### src/rtl/bus_decoder_n.sv
// bus_decoder_n: routes one CPU data access to one of NUM_REGIONS slaves.
// The top SEL_BITS address bits select the slave. An access is rejected at
// once if it is illegal. A slave that stays silent for TIMEOUT cycles also
// ends the access with an error.
// Ports:
//   clk, rst_n                     clock, async active-low reset
//   data_address/read_en/write_en  CPU request, held until data_ready
//   data_write_value/size          CPU request payload
//   data_read_value/ready/error    registered one-cycle response
//   slave_address/write_value      shared registered slave payload
//   slave_data_size                shared registered slave payload
//   slave_read_en/write_en         one-hot per-region strobes
//   slave_read_value/ready         per-region slave response
module bus_decoder_n #(
    parameter int NUM_REGIONS = 3,
    parameter int SEL_BITS    = 2,
    parameter int TIMEOUT     = 16
) (
    input  logic                      clk,
    input  logic                      rst_n,
    input  logic [31:0]               data_address,
    input  logic                      data_read_en,
    input  logic                      data_write_en,
    input  logic [31:0]               data_write_value,
    input  logic [2:0]                data_size,
    output logic [31:0]               data_read_value,
    output logic                      data_ready,
    output logic                      data_error,
    output logic [31:0]               slave_address,
    output logic [31:0]               slave_write_value,
    output logic [2:0]                slave_data_size,
    output logic [NUM_REGIONS-1:0]    slave_read_en,
    output logic [NUM_REGIONS-1:0]    slave_write_en,
    input  logic [32*NUM_REGIONS-1:0] slave_read_value,
    input  logic [NUM_REGIONS-1:0]    slave_ready
);

    typedef enum logic [1:0] {
        IDLE,
        ACCESS,
        RESP
    } state_e;

    state_e                   state_q;
    logic [7:0]               wait_q;
    logic [SEL_BITS-1:0]      region_q;
    logic                     write_q;
    logic [31:0]              rdata_q;
    logic                     ready_q;
    logic                     error_q;
    logic [31:0]              saddr_q;
    logic [31:0]              swdata_q;
    logic [2:0]               ssize_q;
    logic [NUM_REGIONS-1:0]   srd_en_q;
    logic [NUM_REGIONS-1:0]   swr_en_q;

    logic                     req;
    logic                     bad_d;
    logic [SEL_BITS-1:0]      region_d;
    logic [NUM_REGIONS-1:0]   onehot_d;
    logic                     sel_ready;
    logic [31:0]              sel_rdata;

    assign req      = data_read_en | data_write_en;
    assign region_d = data_address[31 -: SEL_BITS];

    always_comb begin
        bad_d = 1'b0;
        if (data_read_en && data_write_en)
            bad_d = 1'b1;
        if (data_size > 3'd2)
            bad_d = 1'b1;
        if (data_size == 3'd1 && data_address[0])
            bad_d = 1'b1;
        if (data_size == 3'd2 && data_address[1:0] != 2'b00)
            bad_d = 1'b1;
        if ({{(32-SEL_BITS){1'b0}}, region_d} >= 32'(NUM_REGIONS))
            bad_d = 1'b1;
    end

    always_comb begin
        onehot_d = '0;
        for (int i = 0; i < NUM_REGIONS; i++)
            onehot_d[i] = (32'(i) == {{(32-SEL_BITS){1'b0}}, region_d});
    end

    // Only the captured region's ready/data is ever looked at.
    always_comb begin
        sel_ready = 1'b0;
        sel_rdata = '0;
        for (int i = 0; i < NUM_REGIONS; i++) begin
            if (32'(i) == {{(32-SEL_BITS){1'b0}}, region_q}) begin
                sel_ready = slave_ready[i];
                sel_rdata = slave_read_value[32*i +: 32];
            end
        end
    end

    always_ff @(posedge clk or negedge rst_n) begin
        if (!rst_n) begin
            state_q  <= IDLE;
            wait_q   <= '0;
            region_q <= '0;
            write_q  <= 1'b0;
            rdata_q  <= '0;
            ready_q  <= 1'b0;
            error_q  <= 1'b0;
            saddr_q  <= '0;
            swdata_q <= '0;
            ssize_q  <= '0;
            srd_en_q <= '0;
            swr_en_q <= '0;
        end else begin
            unique case (state_q)
                IDLE: begin
                    ready_q <= 1'b0;
                    error_q <= 1'b0;
                    if (req) begin
                        saddr_q  <= data_address;
                        swdata_q <= data_write_value;
                        ssize_q  <= data_size;
                        region_q <= region_d;
                        write_q  <= data_write_en;
                        wait_q   <= '0;
                        if (bad_d) begin
                            state_q <= RESP;
                            ready_q <= 1'b1;
                            error_q <= 1'b1;
                            rdata_q <= '0;
                        end else begin
                            state_q <= ACCESS;
                            if (data_write_en)
                                swr_en_q <= onehot_d;
                            else
                                srd_en_q <= onehot_d;
                        end
                    end
                end
                ACCESS: begin
                    // Ready wins over timeout in the final wait cycle.
                    if (sel_ready) begin
                        state_q  <= RESP;
                        ready_q  <= 1'b1;
                        error_q  <= 1'b0;
                        rdata_q  <= write_q ? 32'd0 : sel_rdata;
                        srd_en_q <= '0;
                        swr_en_q <= '0;
                    end else if (wait_q == 8'(TIMEOUT - 1)) begin
                        state_q  <= RESP;
                        ready_q  <= 1'b1;
                        error_q  <= 1'b1;
                        rdata_q  <= '0;
                        srd_en_q <= '0;
                        swr_en_q <= '0;
                    end else begin
                        wait_q <= wait_q + 8'd1;
                    end
                end
                RESP: begin
                    state_q <= IDLE;
                    ready_q <= 1'b0;
                    error_q <= 1'b0;
                end
                default: state_q <= IDLE;
            endcase
        end
    end

    assign data_read_value   = rdata_q;
    assign data_ready        = ready_q;
    assign data_error        = error_q;
    assign slave_address     = saddr_q;
    assign slave_write_value = swdata_q;
    assign slave_data_size   = ssize_q;
    assign slave_read_en     = srd_en_q;
    assign slave_write_en    = swr_en_q;

endmodule

### config.mk
export PLATFORM = sky130hd
export DESIGN_NAME = bus_decoder_n
export DESIGN_NICKNAME = d
export VERILOG_FILES = /design/src/rtl/bus_decoder_n.sv
export SDC_FILE = /design/constraint.sdc
export NUM_CORES = 1
export LEC_CHECK = 0
export CAP_MARGIN = 20
export CORE_MARGIN = 2
export CORE_UTILIZATION = 38
export CTS_BUF_LIST = sky130_fd_sc_hd__clkbuf_2 sky130_fd_sc_hd__clkbuf_4 sky130_fd_sc_hd__clkbuf_8
export DETAILED_ROUTE_END_ITERATION = 10
export GPL_ROUTABILITY_DRIVEN = 0
export GPL_TIMING_DRIVEN = 1
export PLACE_DENSITY = 0.89
export SYNTH_ARGS = -nofsm -noshare
export SYNTH_HDL_FRONTEND = slang
export SYNTH_SLANG_ARGS = --single-unit
### constraint.sdc
create_clock -name clk -period 1.95 [get_ports clk]
set_clock_uncertainty 0.1 [all_clocks]
set_input_delay 0.585 -clock clk [delete_from_list [all_inputs] [get_ports clk]]
set_output_delay 0.585 -clock clk [all_outputs]
set_load 0.005 [all_outputs]
==> results, run 1 <==
- The run finished, with violations left.
- The final reports fail on negative setup slack.
- The sum of negative setup slack is -8.72 ns.
- The capturing element type of the critical path is a register.
- The worst-case IR drop observed on VDD is 0.715 mV.
- The sum of routed wire length over all layers is 19.2 mm.
- The number of placed I/O pins is 277.
- The met2 track demand over resource in global routing is 0.380.
- The setup-violating endpoint count in the final report is 45.
- The share of async-settable or async-resettable flops after synthesis is 1.00.
- The data required time of the worst path is 2.16 ns.
- The layout-stage area growth over the synthesis result is 72.3%.
- The worst pin sits at a relative slew slack of 0.661.
- The number of endpoints with negative hold slack in the final report is 0.
- In this run the vertical extent of the chip is 128 µm.
- The via count of the first global-routing pass is 5812.
- The first global-routing pass estimated 28.9 mm of wire.
- Of the cells placed in the final design, the portion with a size suffix greater than 1 is 0.196.
- The critical path is of the input pin to register type.
- Of the available clock period, the critical path in the final layout requires 1.14.
- The overall fraction of global-route tracks in use is 0.223.
- At the pin with the least slew margin, the transition time is 0.509 ns.
- The number of fillers in the final layout is 1205.
- The worst-case setup margin in the final layout is -0.268 ns.
- The met3 track demand over resource is 0.0797.
- The area of the mapped netlist is 5860 µm².
- The worst setup path is launched from an input pin.
- The number of antenna violations at the first check in global routing is 0.
- The detailed router finished its first iteration with 208 violations.
- The maximum number of pins on one net before global-route repair is 66.
- The power density over cell area is 1170 nW/µm².
- The number of non-filler instances in the completed layout is 1135.
- The yosys synthesis warning count is 0.
- Counting every net in the synthesized netlist gives 771.
- The synthesized design contains 0 enable-type register cells.
- The number of placement rows is 45.
- The standard cell core area is 15100 µm².
- For this configuration, the core starts out at a cell density of 0.387.
- In this run the clock root is driven by a sky130_fd_sc_hd__clkbuf_8.
- The count of input and output buffers is 276.
- After clock tree synthesis, the clock-pin slew on the worst setup and hold paths is 0.07 ns.
- The DRC violation count after routing is 0.
- In this run the deepest clock path goes through 2 buffers.
- The total overflow left after global routing is 0.
- The final HPWL from detailed placement is 13.1 mm.
- The CTS tree is yes.
- The first-pass iteration count of the detailed router is 4.
- For this design, the sink count on the clock tree is 118.
- The tightest min-delay check is of the register to register type.
- The layer flagged by global routing as most heavily used is met2.
- Dividing the detail-routed via count by the number of cells gives 5.05.
- The most used flip-flop cell after synthesis is sky130_fd_sc_hd__dfrtp_1.
- The detail route stage leaves a number of antenna-violating nets equal to 0.
- The floorplan step defined a die boundary enclosing 16400 µm².
- The diode insertion count for antenna repair is 0.
- The worst endpoint data arrival time is 2.43 ns.
- The H-tree generated during clock tree synthesis spans 4 levels.
- The total number of nets in the final design is 1108.
- Synthesis inferred 118 register bits.
- The insertion delay to the later sink of the worst-skew pair is 0.43 ns.
- Summed over all cells, the static leakage comes to 5.14 nW.
- The die is 128 µm wide.
- In this run the mean area of a mapped cell was 9.82 µm².
- After detailed placement, the design holds a cell count of 1077.
- The maximum operating frequency is 451 MHz.
- The average routed wire per standard cell is 16.9 µm.
- The worst-path maximum fanout is 8.
- Synthesis handed over a netlist of 597 instances.
- The count of cell types in the netlist is 49.
- The minimum period implied by the final worst setup slack is 2.22 ns.
- The total number of vias is 5728.
- Setup repair after global routing could not meet its margin everywhere.
- The number of slew-limit violations in the final report came to 0.
- The met1 demand-to-capacity share in global routing is 0.262.
- Across the run, the number of max-cap violations was 0.
- The proportion of synthesized chip area in sequential cells is 0.504.
- Buffers inserted during clock tree synthesis total 17.
- Before CTS, the worst setup slack after placement is -0.734 ns.
==> layout by cell type (no fill, tap or decap), drive strengths merged, types with 13 or more instances in the layout <==
cell / n
and3b: 32
buf: 82
clkbuf: 21
clkdlybuf4s50: 162
dfrtp: 118
dlygate4sd2: 110
inv: 15
mux2: 34
mux2i: 36
nand2: 211
o21ai: 13
o2bb2ai: 33
==> repair_timing <==
item                                   4_1_cts  5_1_grt
pin swaps                                    6       12
hold buffers                                 1        0
buffers inserted                            14        9
endpoints found under the hold margin       19        0
cloned                                       0        3
gates resized for setup                    137       52
setup endpoints to repair                  153      114
==> per-layer routing <==
metal | part of all wire | vias up
met5 | 0 | -
met2 | 0.51 | 247
met4 | 0.019 | 0
met1 | 0.39 | 2730
li1 | - | 2723
met3 | 0.085 | 28
==> kinds of logic (layout without fill, tap and decap cells) <==
family | Yosys count | after routing | share of synthesized area
AND/OR/NAND/NOR | 275 | 275 | 0.217
flip-flops | 118 | 118 | 0.504
AO/OA/AOI/OAI | 75 | 75 | 0.104
multiplexers | 70 | 70 | 0.127
buffers and inverters | 55 | 405 | 0.0406
adder cells (fa/ha/maj) | 4 | 4 | 0.00854
==> path summary, 6_finish.rpt <==
| path | start | to | slack (ns) | cells past startpoint |
|---|---|---|---|---|
| worst min register to register | slave_address[11] | slave_address[11] | 0.37 | 2 |
| max in group asynchronous | rst_n | slave_address[16] | 0.69 | 3 |
| min in group asynchronous | rst_n | slave_address[1] | 0.49 | 2 |
| worst max-delay path | slave_ready[1] | data_read_value[3] | -0.27 | 7 |
| worst min-delay path | slave_address[11] | slave_address[11] | 0.37 | 2 |
| worst max register to register | region_q[0] | data_read_value[3] | -0.25 | 7 |
==> Yosys cell counts (all sizes together), types with 3 or more instances <==
library cell | instances | share of area
nand4 | 4 | 0.0043
dfrtp | 118 | 0.50
o21ai | 13 | 0.011
nand3 | 6 | 0.0051
nand2 | 211 | 0.14
and3b | 32 | 0.048
a21oi | 4 | 0.0034
clkbuf | 27 | 0.017
mux2i | 36 | 0.061
buf | 15 | 0.015
o31ai | 4 | 0.0051
ha | 4 | 0.0085
o2bb2ai | 33 | 0.049
nand2b | 6 | 0.0064
a221oi | 3 | 0.0075
inv | 13 | 0.0083
mux2 | 34 | 0.065
==> critical path: stages <==
cell	delay [ns]
sky130_fd_sc_hd__clkdlybuf4s50_1	0.50
sky130_fd_sc_hd__mux2i_4	0.09
sky130_fd_sc_hd__o211a_4	0.26
sky130_fd_sc_hd__a221oi_4	0.33
sky130_fd_sc_hd__buf_12	0.17
sky130_fd_sc_hd__clkbuf_16	0.16
sky130_fd_sc_hd__mux2_2	0.33
==> flip-flops by register name (all words and copies together), names as in the netlist <==
signal	cells
slave_write_value	32
region_q	2
slave_read_en	3
state_q	2
slave_address	30
slave_data_size	3
slave_write_en	3
data_read_value	32
wait_q	8
write_q	1
data_error	1
data_ready	1
==> per-stage QoR <==
step / total power [mW] / hold slack [ns] / instance area (µm²) / util
after floorplan: 6.20 / 0.189 / 5890 / -
after global placement: 8.93 / 0.357 / 9210 / 0.608
after detailed placement: 9.07 / 0.361 / 9210 / 0.608
after CTS: 11.5 / 0.376 / 9770 / 0.645
after global routing: 12.7 / 0.390 / 10100 / 0.667
final: 11.8 / 0.371 / 10100 / 0.667
==> final cells by class <==
class                   instances  area, µm²  share of cell area
clock inverters                14        223              0.0220
inverters                      13       48.8             0.00483
clock buffers                  18        248              0.0245
flip-flops and latches        118       2950               0.292
well taps                     188        235              0.0233
multi-input cells             424       2980               0.295
repair buffers                360       3420               0.338
==> power breakdown <==
part           total (mW)  internal, mW  switching [mW]
registers            3.66          3.24           0.416
clock network        2.64          1.57            1.08
logic                5.54          2.83            2.71
Note: power is estimated with default switching activity, not from simulation.
==> run 2: changes to the inputs <==
Settings changed: CORE_UTILIZATION 38 to 30, PLACE_DENSITY 0.89 to 0.75.
==> results, run 2 (synthesized netlist as in run 1, its figures left out) <==
- The flow ran to the end, but the final reports show violations.
- The final reports fail on negative setup slack.
- The post-route cell area is 9980 µm² (-1.2%).
- STA classifies the critical path startpoint as an input pin.
- The insertion delay to the later sink of the worst-skew pair was 0.44 ns (about the same).
- Leaving out fill and tap cells, the most frequent cell in the layout is sky130_fd_sc_hd__nand2_1.
- The sum of routed wire length over all layers was 18.8 mm (-2.0%).
- The buffer and inverter count on the worst path is 3 (unchanged).
- The post-detailed-placement cell area came to 9300 µm² (+1.0%).
- The startpoint identified for the worst hold timing path is data_address[0].
- The post-placement worst setup slack is -0.651 ns (+0.0835 ns).
- The count of input and output buffers is 276 (unchanged).
- The worst-path maximum fanout is 16 (+8).
- The number of slew-limit violations in the final report is 0 (unchanged).
- The vertical die dimension came to 144 µm (+12%).
- The hold-critical path endpoint is slave_address[0].
- The number of nets still failing antenna checks after routing is 0 (unchanged).
- The slowest stage of the critical path belongs to the cell sky130_fd_sc_hd__clkdlybuf4s50_1.
- In this run the clock root is driven by a sky130_fd_sc_hd__clkbuf_8.
- The mean number of vias per cell is 4.62 (-8.5%).
- The floorplan die area came to 20700 µm² (+26%).
- The final critical-path share of the clock period came to 1.11 (-0.0230).
- The wire length of the first global-routing pass is 28.9 mm (about the same).
- The minimum period implied by the final worst setup slack is 2.17 ns (-0.0449 ns).
- The data required time of the worst path is 2.17 ns (about the same).
- The maximum operating frequency is 460 MHz (+2.1%).
- The die span in x is 144 µm (+12%).
- The total net switching power came to 4.09 mW (-2.9%).
- Among cell families on the critical path, the largest total delay comes from buffers and inverters.
- The number of buffers inserted during clock tree synthesis came to 17 (unchanged).
- The number of placement rows is 51 (+13%).
- The worst endpoint data arrival time was 2.39 ns (-0.04 ns).
- The type of the most critical hold path is input pin to register.
- The total number of nets in the final design is 1098 (-0.90%).
- STA classifies the critical path endpoint as a register.
- The library cells used most frequently in the layout, excluding fill and tap cells, are sky130_fd_sc_hd__nand2_1 (209), sky130_fd_sc_hd__clkdlybuf4s50_1 (165), sky130_fd_sc_hd__dfrtp_1 (115).
- The worst hold path cell count came to 3 (+1).
- The first-pass iteration count of the detailed router is 4 (unchanged).
- The average routed wire per standard cell is 15.6 µm (-7.4%).
- The H-tree depth reported by CTS came to 4 (unchanged).
- The worst IR drop on VDD is 0.620 mV (-13%).
- The combinational power share is 0.481 (+0.013).
- TritonCTS built the clock tree.
- The ratio of cells with drive above 1 in the final layout was 0.182 (-0.0139).
- The number of maximum-capacitance violations was 0 (unchanged).
- The number of antenna violations at the first check in global routing is 1 (+1).
- The number of sinks on the clock net is 118 (unchanged).
- The transition time at the pin with the least slew margin is 0.513 ns (+0.00353 ns).
- The worst-case setup margin in the final layout came to -0.223 ns (+0.0449 ns).
- The DRC violation count after routing is 0 (unchanged).
- The buffer levels on the longest clock path is 2 (unchanged).
- The clock share of power is 0.195 (-0.028).
- The setup-violating endpoint count in the final report came to 37 (-18%).
- The overall power of the completed layout is 11.2 mW (-5.2%).
- The largest incremental delay on the critical path is 0.48 ns (-0.02 ns).
- The layout-stage area growth over the synthesis result is 70.2%.
- The leakage power figure is 5.04 nW (-1.9%).
- The number of non-filler instances in the completed layout is 1202 (+5.9%).
- The multi-input combinational cell area is 2910 µm² (-2.4%).
- The cell-internal power is 7.13 mW (-6.6%).
- The number of placed I/O pins was 277 (unchanged).
- The endpoint of the most critical register-to-register path is data_read_value[6].
- The power density over cell area is 1120 nW/µm² (-4.1%).
- The maximum number of pins on one net before global-route repair was 69 (+4.5%).
- The switching power share of the total is 0.364 (+0.00893).
- The count of placed standard cells including taps is 1149 (+6.7%).
- The worst slew slack as a fraction of its limit is 0.658 (-0.00236).
- The share of power burned in registers is 0.324 (+0.015).
- The total grt overflow is 0 (unchanged).
- The number of endpoints with negative hold slack in the final report was 0 (unchanged).
- The effective utilization at floorplan is 0.303 (-0.0839).
- The kind of critical path is input pin to register.
- The diode insertion count for antenna repair is 0 (unchanged).
- Setup repair after global routing could not meet its margin everywhere.
- The clock slew at the register clock pins of the worst setup and hold paths is 0.07 ns (about the same).
- The setup slack of the worst register-to-register path was -0.21 ns (+0.04 ns).
- The final HPWL from detailed placement is 13.4 mm (+2.4%).
- The standard cell core area is 19300 µm² (+28%).
- The source of the worst register-to-register timing path is region_q[0].
- The total number of vias is 5551 (-3.1%).
- The sequential cell area in the final layout is 2960 µm² (about the same).
- The violation count after the first detailed-route iteration is 179 (-14%).
- The critical path goes through clkdlybuf4s50_1 > mux2i_2 > o211a_4 > a221oi_4 > buf_4 > buf_12 > mux2_2.
- The overall fraction of global-route tracks in use is 0.179 (-0.0438).
- The worst hold margin is 0.342 ns (-0.0289 ns).
- The via count of the first global-routing pass is 5734 (-1.3%).
- The depth of the worst register-to-register path is 7 (unchanged).
- The number of fillers in the final layout was 1800 (+49%).
## run 2: changes by cell type in the layout (fill, tap and decap cells not counted), sizes merged
cell / change
buf: -6
clkdlybuf4s15: -1
clkdlybuf4s50: +3
clkinvlp: -1
dlymetal6s2s: +1
dlygate4sd2: -4
clkinv: +2
clkbuf: +1
bufinv: -4
inv: -1
## run 2: timing repair
action | CTS | global route
hold endpoints to repair | 16 | 0
gates cloned | 1 | 0
resized for setup | 130 | 39
hold buffers | 1 | 0
buffers inserted | 13 | 6
pin swaps | 5 | 7
endpoints found under the setup margin | 152 | 114
## run 2: metal layers
layer / up-vias / wire (µm) / track usage
met2: 226 / 9140 / 0.316
met1: 2619 / 7530 / 0.195
met5: - / 13 / 0
met3: 15 / 1940 / 0.0750
met4: 2 / 146 / 0.0557
li1: 2689 / - / -
## run 2: worst reg2reg max path, delay by kind of cell (launching register included)
kind                   cells  cell delay, ns
multiplexers               2            0.52
AO/OA/AOI/OAI              2            0.53
buffers and inverters      3            0.49
flip-flops                 1            0.41
## run 2: worst max path at each step
stage / slack, ns / start / to / cells after the start
6_report: -0.22 / slave_ready[0] / data_read_value[6] / 7
5_1_grt: -0.26 / region_q[0] / data_read_value[6] / 7
4_1_cts: -0.17 / region_q[0] / data_read_value[12] / 7
3_5_place_dp: -0.65 / data_write_en / slave_write_en[0] / 6
3_3_place_gp: -0.63 / data_address[0] / data_read_value[2] / 6
2_1_floorplan: -0.11 / state_q[1] / data_read_value[0] / 7
## run 2: area by class of cell
class,count,share of cell area
Inverter,13,0.00489
Timing Repair Buffer,350,0.336
Multi-Input combinational cell,424,0.291
Clock inverter,10,0.00965
Clock buffer,22,0.0291
Tap cell,265,0.0332
Sequential cell,118,0.296
## run 2: power groups by stage
| stage | sequential, mW | combinational, mW | clock, mW |
|---|---|---|---|
| global placement | 3.71 | 5.35 | 0 |
| global route | 3.75 | 5.92 | 2.41 |
| finish | 3.64 | 5.40 | 2.19 |
| CTS | 3.65 | 5.22 | 2.28 |
| floorplan | 3.75 | 2.45 | 0 |
| detailed placement | 3.72 | 5.43 | 0 |
## run 2: through the flow
| stage | util | TNS, ns |
|---|---|---|
| 2_1_floorplan | - | -3.35 |
| 6_report | 0.516 | -6.41 |
| 4_1_cts | 0.504 | -5.24 |
| 3_3_place_gp | 0.481 | -54.90 |
| 5_1_grt | 0.516 | -8.69 |
| 3_5_place_dp | 0.481 | -54.71 |
==> edit, RTL diff (flow settings as in run 2) <==
Change the parameter `NUM_REGIONS` from 3 to 5.
--- a/src/rtl/bus_decoder_n.sv
+++ b/src/rtl/bus_decoder_n.sv
@@ -13,5 +13,5 @@
 //   slave_read_value/ready         per-region slave response
 module bus_decoder_n #(
-    parameter int NUM_REGIONS = 3,
+    parameter int NUM_REGIONS = 5,
     parameter int SEL_BITS    = 2,
     parameter int TIMEOUT     = 16
Ports: changed (resized slave_read_en, slave_read_value, slave_ready and slave_write_en); port bits go from 277 to 347. No check against the original RTL was run, so the function may have changed too.
==> edit against run 2 <==
The run still ends with negative setup slack left. Critical path depth shrank 1. Setup slack better by 0.012 ns. Combinational power increased by 19%. Routed wire length up 0.28%. Synthesized cell count decreased by 32%. Worst hold slack improved by 0.044 ns. Sequential cell count rose by 2. Area after synthesis is 0.36% higher. Power is 12% higher. Final area grew 5.8%. Highest routed layer is now met4.
==> edit: results (changes against run 2) <==
metric,value,unit,change
"Slowest-stage cell, CP",mux4_2,,was clkdlybuf4s50_1
GR Util met1,21.46,%,was 19.55%
grt met2 use,31.45,%,was 31.60%
Root Driver,clkbuf_8,,unchanged
setup ws final,-0.2109,ns,was -0.2231 ns
H-tree lvl count,4,,unchanged
TNS Setup,-8.909,ns,was -6.406 ns
mux cell area share after synthesis,34.86,%,was 12.68%
HP Start,data_read_value[27],,was data_address[0]
pre-CTS setup slack,-0.7916,ns,was -0.6508 ns
internal power,8.809,mW,was 7.134 mW
gr ovfl total,0,,unchanged
Filler cells,1657,,was 1800
Worst path max stage delay,0.56,ns,was 0.48 ns
first-pass GRT wire length,28.20,mm,was 28.91 mm
gr usage total,17.81,%,was 17.92%
met2 WL,9.734,mm,was 9.142 mm
synth cell count leaders,"120 x dfrtp_1, 79 x mux2_2, 33 x mux4_2",,"was 211 x nand2_1, 118 x dfrtp_1, 36 x mux2i_1"
via count,4913,,was 5551
antenna violations before repair,0,,was 1
Worst Hold Endpoint,data_read_value[27],,was slave_address[0]
Hold WS,0.3858,ns,was 0.3420 ns
WHS Path Cells,1,,was 3
Cells after DPL,1013,,was 1149
"CTS clk-pin slew, worst paths",0.08,ns,
Unique masters post-synth,39,,was 49
Synth area leaders,"dfrtp_1 51%, mux2_2 15%, mux4_2 13%, mux2_1 5.7%, nor2b_1 3.4%",,"was dfrtp_1 50%, nand2_1 14%, mux2i_1 6.1%, mux2_2 6.1%, o2bb2ai_1 4.9%"
P_leak,4.772,nW,was 5.038 nW
CP Max Fanout,13,,was 16
placed instance area,0.009803,mm²,was 0.009304 mm²
metal1 wirelength,7.434,mm,was 7.525 mm
initial DRC count,152,,was 179
Hold/Removal Path Class,flop to flop,,was input pin to flop
failing checks,negative setup slack,,unchanged
Compound-Gate Fraction of Synth Area,3.063,%,was 10.37%
IO Port Bufs,311,,was 276
met3 Resource Use GR,4.272,%,was 7.498%
CTS Buf Count,17,,unchanged
path depth of the worst reg2reg path,6,,was 7
final wirelength,18.83,mm,was 18.77 mm
Post-Synth Adder-Cell Area,0.8507,%,was 0.8538%
met3 wire len,1.298,mm,was 1.944 mm
Post CTS Setup Buffer Count,16,,was 13
status,"complete, but fails checks",,unchanged
HPWL after DPL,14.09,mm,was 13.36 mm
maximum vdd ir drop,0.6021,mV,was 0.6202 mV
Worst Path Arrival,2.36,ns,was 2.39 ns
largest net degree at the start of global routing,51,,was 69
Routed WL per cell,17.64,µm,was 15.62 µm
Top Metal Used,met4,,was met5
sequential share of the synthesized area,51.04,%,was 50.37%
vias in the first global route,5238,,was 5734
average size of a mapped cell,14.56,µm²,was 9.819 µm²
Setup-failing EPs final,53,,was 37
worst setup path class,flop to flop,,was input pin to flop
share of layout cells above drive strength 1,32.67,%,was 18.25%
post_cts resized,160,,was 130
critical path endpoint,data_read_value[27],,was data_read_value[6]
==> edit: power by group through the flow <==
stage / sequential, mW / clock, mW / combinational [mW]
2_1_floorplan: 3.85 / 0 / 2.83
3_3_place_gp: 3.78 / 0 / 6.18
3_5_place_dp: 3.82 / 0 / 6.24
4_1_cts: 3.74 / 2.48 / 6.44
5_1_grt: 3.85 / 2.58 / 6.89
6_report: 3.74 / 2.40 / 6.45
==> edit: layout make-up <==
class | instances | area [µm²] | area share [%]
timing repair buffer | 392 | 3874 | 36.70
sequential | 120 | 3004 | 28.46
multi-input combinational | 252 | 2900 | 27.48
tap | 265 | 331.6 | 3.141
clock buffer | 22 | 277.8 | 2.632
clock inverter | 10 | 145.1 | 1.375
inverter | 6 | 22.52 | 0.2134
==> edit: worst max-delay path, delay by kind of cell (launching register included) <==
family                 cells  cell delay, ns
DFF                        1            0.37
buffers and inverters      2            0.27
muxes                      2            0.88
AOI/OAI and AO/OA          2            0.42
